--- src/rtl/mux_4to1_rr_arbiter.sv ---
// rtl/mux_4to1_rr_arbiter.sv - round-robin burst arbiter driving a shared 4:1 valid/ready mux
// Optional beat limit per grant: define MUX_ARB_BURST_LIMIT_EN.
module mux_4to1_rr_arbiter #(
  parameter int WIDTH     = 4,
  parameter int MAX_BURST = 8
) (
  input  logic               clk,
  input  logic               rst_n,
  input  logic [3:0]         req_valid,
  input  logic [4*WIDTH-1:0] req_data,
  input  logic [3:0]         req_last,
  output logic [3:0]         req_ready,
  output logic               out_valid,
  output logic [WIDTH-1:0]   out_data,
  output logic               out_last,
  input  logic               out_ready,
  output logic [1:0]         sel,
  output logic [3:0]         grant,
  output logic               burst_cut
);

  localparam logic [0:0] ST_IDLE  = 1'b0;
  localparam logic [0:0] ST_GRANT = 1'b1;

  logic [0:0] state;
  logic [1:0] ptr;
  logic [1:0] pick;
  logic [1:0] idx;
  logic       any_valid;
  logic       xfer;
  logic       cut_now;
  logic       end_burst;

  // Scan from the highest offset down so the requester nearest ptr wins.
  always_comb begin
    any_valid = |req_valid;
    pick      = ptr;
    idx       = ptr;
    for (int k = 3; k >= 0; k--) begin
      idx = ptr + 2'(k);
      if (req_valid[idx]) pick = idx;
    end
  end

  assign out_valid = (|grant) & req_valid[sel];
  assign out_data  = req_data[int'(sel)*WIDTH +: WIDTH];
  assign out_last  = (|grant) & req_last[sel];
  assign req_ready = {4{out_ready}} & grant;
  assign xfer      = out_valid & out_ready;
  assign end_burst = xfer & (out_last | cut_now);

`ifdef MUX_ARB_BURST_LIMIT_EN
  logic [7:0] beat_cnt;

  assign cut_now = ~out_last & ((beat_cnt + 8'd1) == 8'(MAX_BURST));

  always_ff @(posedge clk or negedge rst_n) begin
    if (!rst_n) begin
      beat_cnt  <= 8'd0;
      burst_cut <= 1'b0;
    end else begin
      burst_cut <= xfer & cut_now;
      if (end_burst) beat_cnt <= 8'd0;
      else if (xfer) beat_cnt <= beat_cnt + 8'd1;
    end
  end
`else
  assign cut_now   = 1'b0;
  assign burst_cut = 1'b0;
`endif

  always_ff @(posedge clk or negedge rst_n) begin
    if (!rst_n) begin
      state <= ST_IDLE;
      ptr   <= 2'd0;
      sel   <= 2'd0;
      grant <= 4'b0000;
    end else begin
      case (state)
        ST_IDLE: begin
          if (any_valid) begin
            sel   <= pick;
            grant <= 4'b0001 << pick;
            state <= ST_GRANT;
          end
        end
        default: begin
          if (end_burst) begin
            state <= ST_IDLE;
            ptr   <= sel + 2'd1;
            grant <= 4'b0000;
          end
        end
      endcase
    end
  end

endmodule

--- config.mk ---
export PLATFORM = sky130hd
export DESIGN_NAME = mux_4to1_rr_arbiter
export DESIGN_NICKNAME = d
export VERILOG_FILES = /design/src/rtl/mux_4to1_rr_arbiter.sv
export SDC_FILE = /design/constraint.sdc
export NUM_CORES = 1
export LEC_CHECK = 0
export BUFFER_PORTS_ARGS = -buffer_cell sky130_fd_sc_hd__buf_4
export CAP_MARGIN = 15
export CORE_MARGIN = 4
export CORE_UTILIZATION = 25
export CTS_BUF_LIST = sky130_fd_sc_hd__clkbuf_8
export DETAILED_ROUTE_END_ITERATION = 8
export HOLD_SLACK_MARGIN = 0.06
export PLACE_DENSITY_LB_ADDON = 0.25
export SETUP_SLACK_MARGIN = 0.1
export SLEW_MARGIN = 20
export SYNTH_ARGS = -nofsm -noshare
export SYNTH_HDL_FRONTEND = slang
export SYNTH_SLANG_ARGS = --single-unit
--- constraint.sdc ---
create_clock -name clk -period 1.44 [get_ports clk]
set_input_delay 0.072 -clock clk [delete_from_list [all_inputs] [get_ports clk]]
set_output_delay 0.072 -clock clk [all_outputs]
set_load 0.03 [all_outputs]
Yosys cells after proc, flatten, opt, wreduce, memory -nomap -nowiden. Cells that the tools add are included.

Add/sub/neg operators: 4. Bitwise operators: 6. Order comparisons: 5. Shifts and indexed selects: 2. Multiplexer cells: 22. Reductions and logical operators: 6. Equal/unequal tests: 1.

Operator list (count): 16-bit by 5-bit indexed part select with 4-bit output (1); 2-bit by 3-bit < comparator with 1-bit output (second input constant) (5); 1-bit binary-select mux with 2-bit select (6); 4-bit 2-to-1 mux (3); 1-bit 2-to-1 mux (9); 2-bit 2-to-1 mux (4); 4-bit OR reduction (2); 2-bit AND reduction (3); 2-bit by 1-bit adder with 2-bit output (second input constant) (2); 2-bit adder (second input constant) (2); 1-bit bitwise AND (4); 4-bit bitwise AND (1); 1-bit by 2-bit << shifter with 4-bit output (first input constant) (1); 2-bit by 1-bit != test with 1-bit output (second input constant) (1); 2-bit nonzero test (1); 1-bit NOT (1).

Logic and storage cells: 50. Register bits after elaboration: 9. Output and inout port bits: 17. Bits of input ports: 27.

Longest topological paths before layout. Gate-level depths: netlist of the first run.

Depth after elaboration: 10. Depth in mapped cells: 5. Depth with buffers taken out: 4.

Worst setup path after synthesis of the first run. No wires, ideal clock.

Kind: flip-flop to flip-flop. Start point: register sel[0]. End point: register grant[3]. Data required time: 1.373 ns. Period minus slack after synthesis: 1.680 ns. Setup time: 0.067 ns. Arrival time: 1.613 ns. Path buffers: 1. Stages on the path, launching flop included: 6. Setup slack: -0.240 ns. Cells stage by stage: dfrtp_1 -> buf_6 -> mux4_2 -> nand4_4 -> and2_4 -> a22o_1.

Longest elaborated chain between the ends: 7. Elaborated cells on any way between the ends: 10. Classes of those cells: eq/ne (1); mux (4); bitwise (4); reduce/logical (1).

Ends and longest elaborated chain: start, declared (line 17) `output logic [1:0] sel,`; start signal, assigned (line 82) `sel <= pick;`; 1-bit binary-select mux with 2-bit select (line 45) `assign out_valid = (|grant) & req_valid[sel];`; 1-bit 2-to-1 mux (not written as such) (line 45); 1-bit bitwise AND (line 45); 1-bit bitwise AND (line 49) `assign xfer = out_valid & out_ready;`; 1-bit bitwise AND * (line 50) `assign end_burst = xfer & (out_last | cut_now);`; 2-bit by 1-bit != test with 1-bit output (no line) *; 2-bit AND reduction (no line) *; end signal, assigned (line 83) `grant <= 4'b0001 << pick;`; end, declared (line 18) `output logic [3:0] grant,`.

Mark *: on every way between the ends. The rest lies on a longest branch, timed or not. The select of a mux whose other input is x is not followed. A chain may end at the register's enable or synchronous reset.

Final worst setup path of the first run.
Start point: register sel[0]. End point: output out_valid.

Longest elaborated chain between the ends: 3.

Ends and longest elaborated chain: 1-bit binary-select mux with 2-bit select (line 45); 1-bit 2-to-1 mux (not written as such) (line 45); 1-bit bitwise AND (line 45); end, declared (line 13) `output logic out_valid,`.

Every way passes these cells. The select of a mux whose other input is x is not followed.

==> key figures, run 1 <==
Status
  • Status: complete, but fails checks
  • Violated checks: negative setup slack

Timing
  • Fin crit share: 110.1%
  • Final Hold Fails: 0
  • Final Max Slew Viols: 0
  • Setup ws final: -0.1460 ns
  • Final setup fails: 13
  • Fmax: approximately 630 MHz
  • RSZ-0062 raised after global routing: true
  • Clock Skew: 0.001019 ns
  • Fin crit period: 1.586 ns

Clock network
  • CTS sink count: 9
  • Clock Root Buffer: clkbuf_8
  • Clock latency on the worst-skew pair: 0.23 ns
  • Htree depth: 1
  • Clock buffer depth: 2
  • CTS tree: built
  • Clock transition at path regs: ~0.05 ns
  • CTS buffer count: 3

Floorplanning
  • FP Rows: 19
  • Chip height: between 60 and 70 um
  • Chip width: approximately 61 um
  • Initial Util: about a quarter
  • Core area: 2734 um^2
  • Top-Level Pins: 44
  • Die Area: about 3800 um^2

Synth
  • Post-synth cell types: 34
  • Post-Synthesis Cells: 62
  • Post-synthesis mux area share: 22.63%
  • Synth Area in Compound Gates: 16.32%
  • Post-Syn Area: between 700 and 800 um^2
  • Simple-Gate Fraction of Synth Area: 22.98%
  • Syn_area_per_cell: approximately 12 um^2
  • Synth Area in XOR/XNOR: between 1 and 1.5%
  • Sequential area share after synthesis: a little under a third
  • Yosys warnings: 0
  • Synth Area in Adders: 0%
  • Yosys reg bits: 9
  • Post-Syn Nets: 89
  • Largest family of logic cells by synthesized area: simple AND/OR/NAND/NOR gates

Cells and area
  • Final Util: around 49%
  • Fillers: between 200 and 300
  • Layout cell share with drive strength beyond 1: about 75%
  • Nets: around 150
  • ANT cells: 0
  • Register Area: around 230 um^2
  • Area growth, synth to finish: 87.54%
  • Multi-input gate area: slightly above 500 um^2

Drt
  • DRT iter0 DRCs: 10
  • Via count: around 770
  • DR vias/cell: between 4 and 5
  • Met3 Wirelength: roughly 90 um
  • Max layer used: met4
  • # DRC: 0
  • Routed Antenna Nets: 0
  • DR WL met2: approximately 1.3 mm
  • Met1 WL: about 1000 um
  • DRT Wirelength: 2.366 mm
  • Drt pass-1 iters: 4
  • DR WL/cell: approximately 15 um

Run
  • Maxcap violations: 0

Setup path
  • Worst Path Arrival: roughly 1.5 ns
  • Crit path required time: between 1 and 1.5 ns
  • Crit Path Class: flop to primary output
  • Crit end category: primary output
  • Max FO, Critical Path: 4
  • Worst setup SP type: flop

Power and ir drop
  • Sequential Power Share: 16.9%
  • P per Cell Area: between 2000 and 2500 nW/um^2
  • Switch share: 42.00%
  • Peak supply drop: ~1400 uV
  • NetSw: 1.147 mW
  • Combinational share of power: 72.4%
  • Leakage: ~0.64 nW
  • Int Power: roughly 1.6 mW
  • Clk network pwr share: 10.7%

Place
  • Number of port buffers: 42
  • DP HPWL: 1.715 mm
  • Routability cong.: a little under 0.8
  • Dpl ws: -0.07635 ns

Global route
  • Total gr overflow: 0
  • Largest net degree at the start of global routing: 10
  • Initial antenna violation count: 0
  • First-pass GRT wire length: 3.546 mm
  • Overall global routing resource usage: 12.54%
  • Vias in the first global route: around 730

Min path
  • Hold Crit Class: input pin to async pin
## per-stage QoR
step	hold slack [ns]	power, mW	std cells	area [um^2]	TNS, ns
6_report	0.2103	2.731	157	1338	-1.226
2_1_floorplan	-0.2236	1.448	62	716.9	-0.6539
4_1_cts	0.2125	2.666	156	1304	-1.222
3_3_place_gp	-0.09626	2.029	145	1142	-0.1132
5_1_grt	0.2211	2.875	157	1338	-1.916
3_5_place_dp	-0.09325	2.041	145	1142	-0.2070
## area by class of cell
type | instances | share of cell area, %
Sequential cell | 9 | 17.03
Inverter | 2 | 0.5613
Timing Repair Buffer | 63 | 38.35
Clock inverter | 1 | 0.2806
Tap cell | 31 | 2.900
Multi-Input combinational cell | 48 | 37.79
Clock buffer | 3 | 3.087
## cells by family after synthesis
group | count (synthesis)
simple gates | 24
buf+inv | 5
flops | 9
compound gates | 15
other cells | 1
xor+xnor | 1
mux | 7
## flip-flops by register name, summed over array words and instances, names as in the netlist
name,count
state,1
grant,4
sel,2
ptr,2
## worst paths after layout
check	from	end	slack [ns]	cells past startpoint
min in group clk	req_valid[0]	state	0.31	4
max	sel[0]	out_valid	-0.15	3
min	rst_n	grant[3]	0.21	2
max in group asynchronous	rst_n	sel[0]	1.08	2
min reg2reg	ptr[1]	ptr[1]	0.57	2
max reg2reg	sel[0]	grant[3]	-0.12	5
## worst max-delay path, stage by stage, from the launching register on
cell,delay [ns]
dfrtp_2,0.42
mux4_2,0.56
and2_4,0.16
buf_6,0.13
## power by group through the flow
| stage | clock network (mW) | registers, mW | logic (mW) |
|---|---|---|---|
| floorplan | 0 | 0.567 | 0.881 |
| global placement | 0 | 0.451 | 1.58 |
| detailed placement | 0 | 0.451 | 1.59 |
| CTS | 0.298 | 0.454 | 1.91 |
| global route | 0.317 | 0.475 | 2.08 |
| finish | 0.292 | 0.460 | 1.98 |
## synthesized netlist by cell type
| cell | n | area, um^2 |
|---|---|---|
| a211oi_1 | 1 | 7.510 |
| a21boi_0 | 1 | 7.510 |
| a21o_2 | 1 | 8.760 |
| a22o_1 | 1 | 8.760 |
| a32o_2 | 1 | 11.26 |
| and2_1 | 5 | 31.28 |
| and2_2 | 2 | 15.01 |
| and2_4 | 1 | 8.760 |
| and2b_1 | 1 | 7.510 |
| and2b_2 | 1 | 8.760 |
| buf_4 | 2 | 15.01 |
| buf_6 | 1 | 11.26 |
| conb_1 | 1 | 3.750 |
| dfrtp_1 | 9 | 225.2 |
| inv_1 | 2 | 7.510 |
| mux2_2 | 1 | 11.26 |
| mux4_1 | 4 | 105.1 |
| mux4_2 | 2 | 45.04 |
| nand2_1 | 3 | 11.26 |
| nand3b_1 | 1 | 7.510 |
| nand4_4 | 1 | 21.27 |
| nor2_1 | 2 | 7.510 |
| nor2b_1 | 2 | 12.51 |
| nor4_1 | 2 | 12.51 |
| o21a_1 | 1 | 7.510 |
| o21ai_0 | 3 | 15.01 |
| o21ba_1 | 1 | 10.01 |
| o2bb2ai_1 | 1 | 8.760 |
| o31ai_1 | 3 | 22.52 |
| o32ai_1 | 1 | 8.760 |
| or2_1 | 1 | 6.260 |
| or3_1 | 1 | 6.260 |
| or4_1 | 1 | 7.510 |
| xnor2_1 | 1 | 8.760 |
## layout by cell type (no fill, tap or decap), types with 3 or more instances in the layout
cell type and count:
buf_4 52, and2_1 4, dfrtp_1 7, inv_1 3
buf_6 10, mux4_2 6, nand2_2 3, clkbuf_8 3
and2_4 3
## per-layer routing
metal,vias to the layer above,GRT usage (%)
li1,366,-
met1,378,17.67
met2,21,20.39
met3,6,1.258
met4,0,3.636
met5,-,0
## repair_timing
action                                  in CTS  in global routing
endpoints found under the setup margin      14                 15
buffers inserted                             6                  1
hold endpoints to repair                     9                  0
gates resized for setup                     26                  7
pin swaps                                    5                  2
hold buffers                                 1                  0
Power figures use the tool's default switching activity.
==> run 2: changes to the inputs <==
--- a/config.mk
+++ b/config.mk
@@ -7,8 +7,9 @@
 export LEC_CHECK = 0
 export BUFFER_PORTS_ARGS = -buffer_cell sky130_fd_sc_hd__buf_4
 export CAP_MARGIN = 15
+export CORE_ASPECT_RATIO = 1.25
 export CORE_MARGIN = 4
-export CORE_UTILIZATION = 25
+export CORE_UTILIZATION = 39
 export CTS_BUF_LIST = sky130_fd_sc_hd__clkbuf_8
 export DETAILED_ROUTE_END_ITERATION = 8
 export HOLD_SLACK_MARGIN = 0.06
==> run 2 against run 1 <==
Against the previous run: power grew 2.5%; sequential cell count is the same; hold slack worse by 0.0087 ns; via count increased by 0.65%; combinational power increased by 4%; core utilization increased by 30 points; cell count decreased by 7.6%; clock power down 4%; worst setup slack improved by 0.032 ns; clock-buffer cell count unchanged; the flow still finishes with violations (negative setup slack); critical path depth unchanged; register-to-register slack gained 0.03 ns.
==> key figures, run 2 (synthesis gave the netlist of run 1 again) <==
Setup path
  • Reg-to-Reg Start: ptr[0]
  • Worst R2R Path Depth: 4
  • CP top delay family: multiplexers
  • R2R setup slack: -0.09 ns
  • Max FO, Critical Path: 3
  • CP max stage cell: mux4_2
  • Worst Path Arrival: approximately 1.5 ns
  • Crit path required time: 1.37 ns
  • Worst flop-to-flop path endpoint: grant[2]
  • Crit Path Class: flop to primary output
  • Crit-path cells: mux4_2 -> and2_4 -> buf_6
  • Slowest cell delay on critical path: about 0.56 ns
  • Worst setup SP type: flop
  • Buf/Inv on CP: 1
  • Crit end category: primary output
  • Worst Setup SP: sel[0]

Drt
  • Via count: roughly 780
  • # DRC: 0
  • Drt pass-1 iters: 4
  • DRT iter0 DRCs: 6
  • DR vias/cell: around 5.4
  • DRT Wirelength: between 2 and 2.5 mm
  • DR WL/cell: approximately 17 um
  • Routed Antenna Nets: 0

Run
  • Maxcap violations: 0

Power and ir drop
  • NetSw: roughly 1.2 mW
  • Sequential Power Share: approximately 16%
  • Int Power: 1.620 mW
  • Leakage: ~0.65 nW
  • Switch share: a little over two fifths
  • Peak supply drop: between 1000 and 1500 uV
  • Clk network pwr share: about 10%
  • Combinational share of power: between 70% and 80%
  • P per Cell Area: 2046 nW/um^2

Clock network
  • Htree depth: 1
  • Clock latency on the worst-skew pair: between 0.2 and 0.25 ns
  • CTS sink count: 9
  • Clock Root Buffer: clkbuf_8
  • CTS buffer count: 3
  • CTS tree: built
  • Clock buffer depth: 2
  • Clock transition at path regs: around 0.040 ns

Floorplanning
  • Core area: between 1500 and 2000 um^2
  • Die Area: ~2600 um^2
  • Top-Level Pins: 44
  • FP Rows: 17
  • Chip width: between 40 and 50 um
  • Chip height: around 56 um
  • Initial Util: 40.89%

Timing
  • Final Max Slew Viols: 0
  • Clock Skew: just over 0.0006 ns
  • Final Hold Fails: 0
  • Fmax: ~640 MHz
  • Setup ws final: -0.1143 ns
  • Fin crit period: roughly 1.6 ns
  • Final setup fails: 10
  • Fin crit share: 107.9%
  • RSZ-0062 raised after global routing: true
  • Worst Hold Slack: about 0.20 ns

Global route
  • Largest net degree at the start of global routing: 10
  • Initial antenna violation count: 0
  • First-pass GRT wire length: ~3.5 mm
  • Vias in the first global route: ~780
  • Total gr overflow: 0
  • Overall global routing resource usage: a little under a fifth

Cells and area
  • Area growth, synth to finish: 91.93%
  • Commonest non-fill, non-tap cell in the layout: buf_4
  • Max reg flops: 4
  • Reg with most FFs: grant
  • ANT cells: 0
  • Commonest non-fill, non-tap cells in the layout: 50 x buf_4, 12 x buf_6, 8 x dfrtp_1, 6 x mux4_2, 4 x and2_1
  • Largest regs: grant: 4 flops, ptr: 2 flops, sel: 2 flops
  • Final Util: roughly four fifths
  • Finished Cell Area: around 1400 um^2
  • Layout cell share with drive strength beyond 1: approximately three quarters
  • Nets: 154
  • Fin cells: 145

Place
  • Placed inst area: ~1100 um^2
  • Number of port buffers: 42
  • Placed cell count: approximately 140
  • Routability cong.: ~0.76
  • Dpl ws: -0.07263 ns
  • DP HPWL: 1.632 mm

Status
  • Violated checks: negative setup slack
  • Status: complete, but fails checks

Min path
  • Hold Crit Class: input pin to async pin
## run 2: routing by layer
| layer | global-route usage, % | wire (um) | share of wire, % |
|---|---|---|---|
| met1 | 22.98 | 867 | 36 |
| met2 | 31.30 | 1417 | 59 |
| met3 | 1.942 | 86 | 3.6 |
| met4 | 4.878 | 31 | 1.3 |
| met5 | 0 | 0 | 0 |
## run 2: worst max path at each step
stage,end,slack [ns],cells past startpoint
finish,out_valid,-0.11,3
global route,out_valid,-0.15,3
CTS,out_valid,-0.12,3
detailed placement,grant[2],-0.07,4
global placement,grant[2],-0.02,4
floorplan,grant[3],-0.14,5
## run 2: layout make-up
cell class | instances | area [um^2]
inverter | 2 | 7.507
clock buffer | 3 | 41.29
clock inverter | 1 | 3.754
timing repair buffer | 63 | 520.5
fill | 111 | 375.4
tap | 19 | 23.77
multi-input combinational | 48 | 545.5
sequential | 9 | 226.5
## run 2: worst register-to-register path, delay by kind of cell, from the launching register on
kind	cells	cell delay (ns)
AO/OA/AOI/OAI	2	0.51
flip-flops	1	0.34
AND/OR/NAND/NOR	2	0.57
## run 2: power by group through the flow
stage	logic, mW	registers (mW)	clock network, mW
6_report	2.06	0.458	0.281
5_1_grt	2.17	0.475	0.302
4_1_cts	1.91	0.448	0.281
3_5_place_dp	1.61	0.444	0
3_3_place_gp	1.58	0.437	0
2_1_floorplan	0.881	0.567	0
## run 2: through the flow
stage          power, mW  setup TNS [ns]
2_1_floorplan      1.448         -0.6539
3_3_place_gp       2.021        -0.04395
3_5_place_dp       2.055         -0.1443
4_1_cts            2.637         -0.8130
5_1_grt            2.950          -1.419
6_report           2.800         -0.7557
## run 2: timing repair
action | in CTS | in global routing
endpoints found under the hold margin | 9 | 0
pin swaps | 6 | 3
gates resized for setup | 26 | 15
setup endpoints to repair | 15 | 15
hold buffers | 1 | 0
setup buffers | 4 | 2
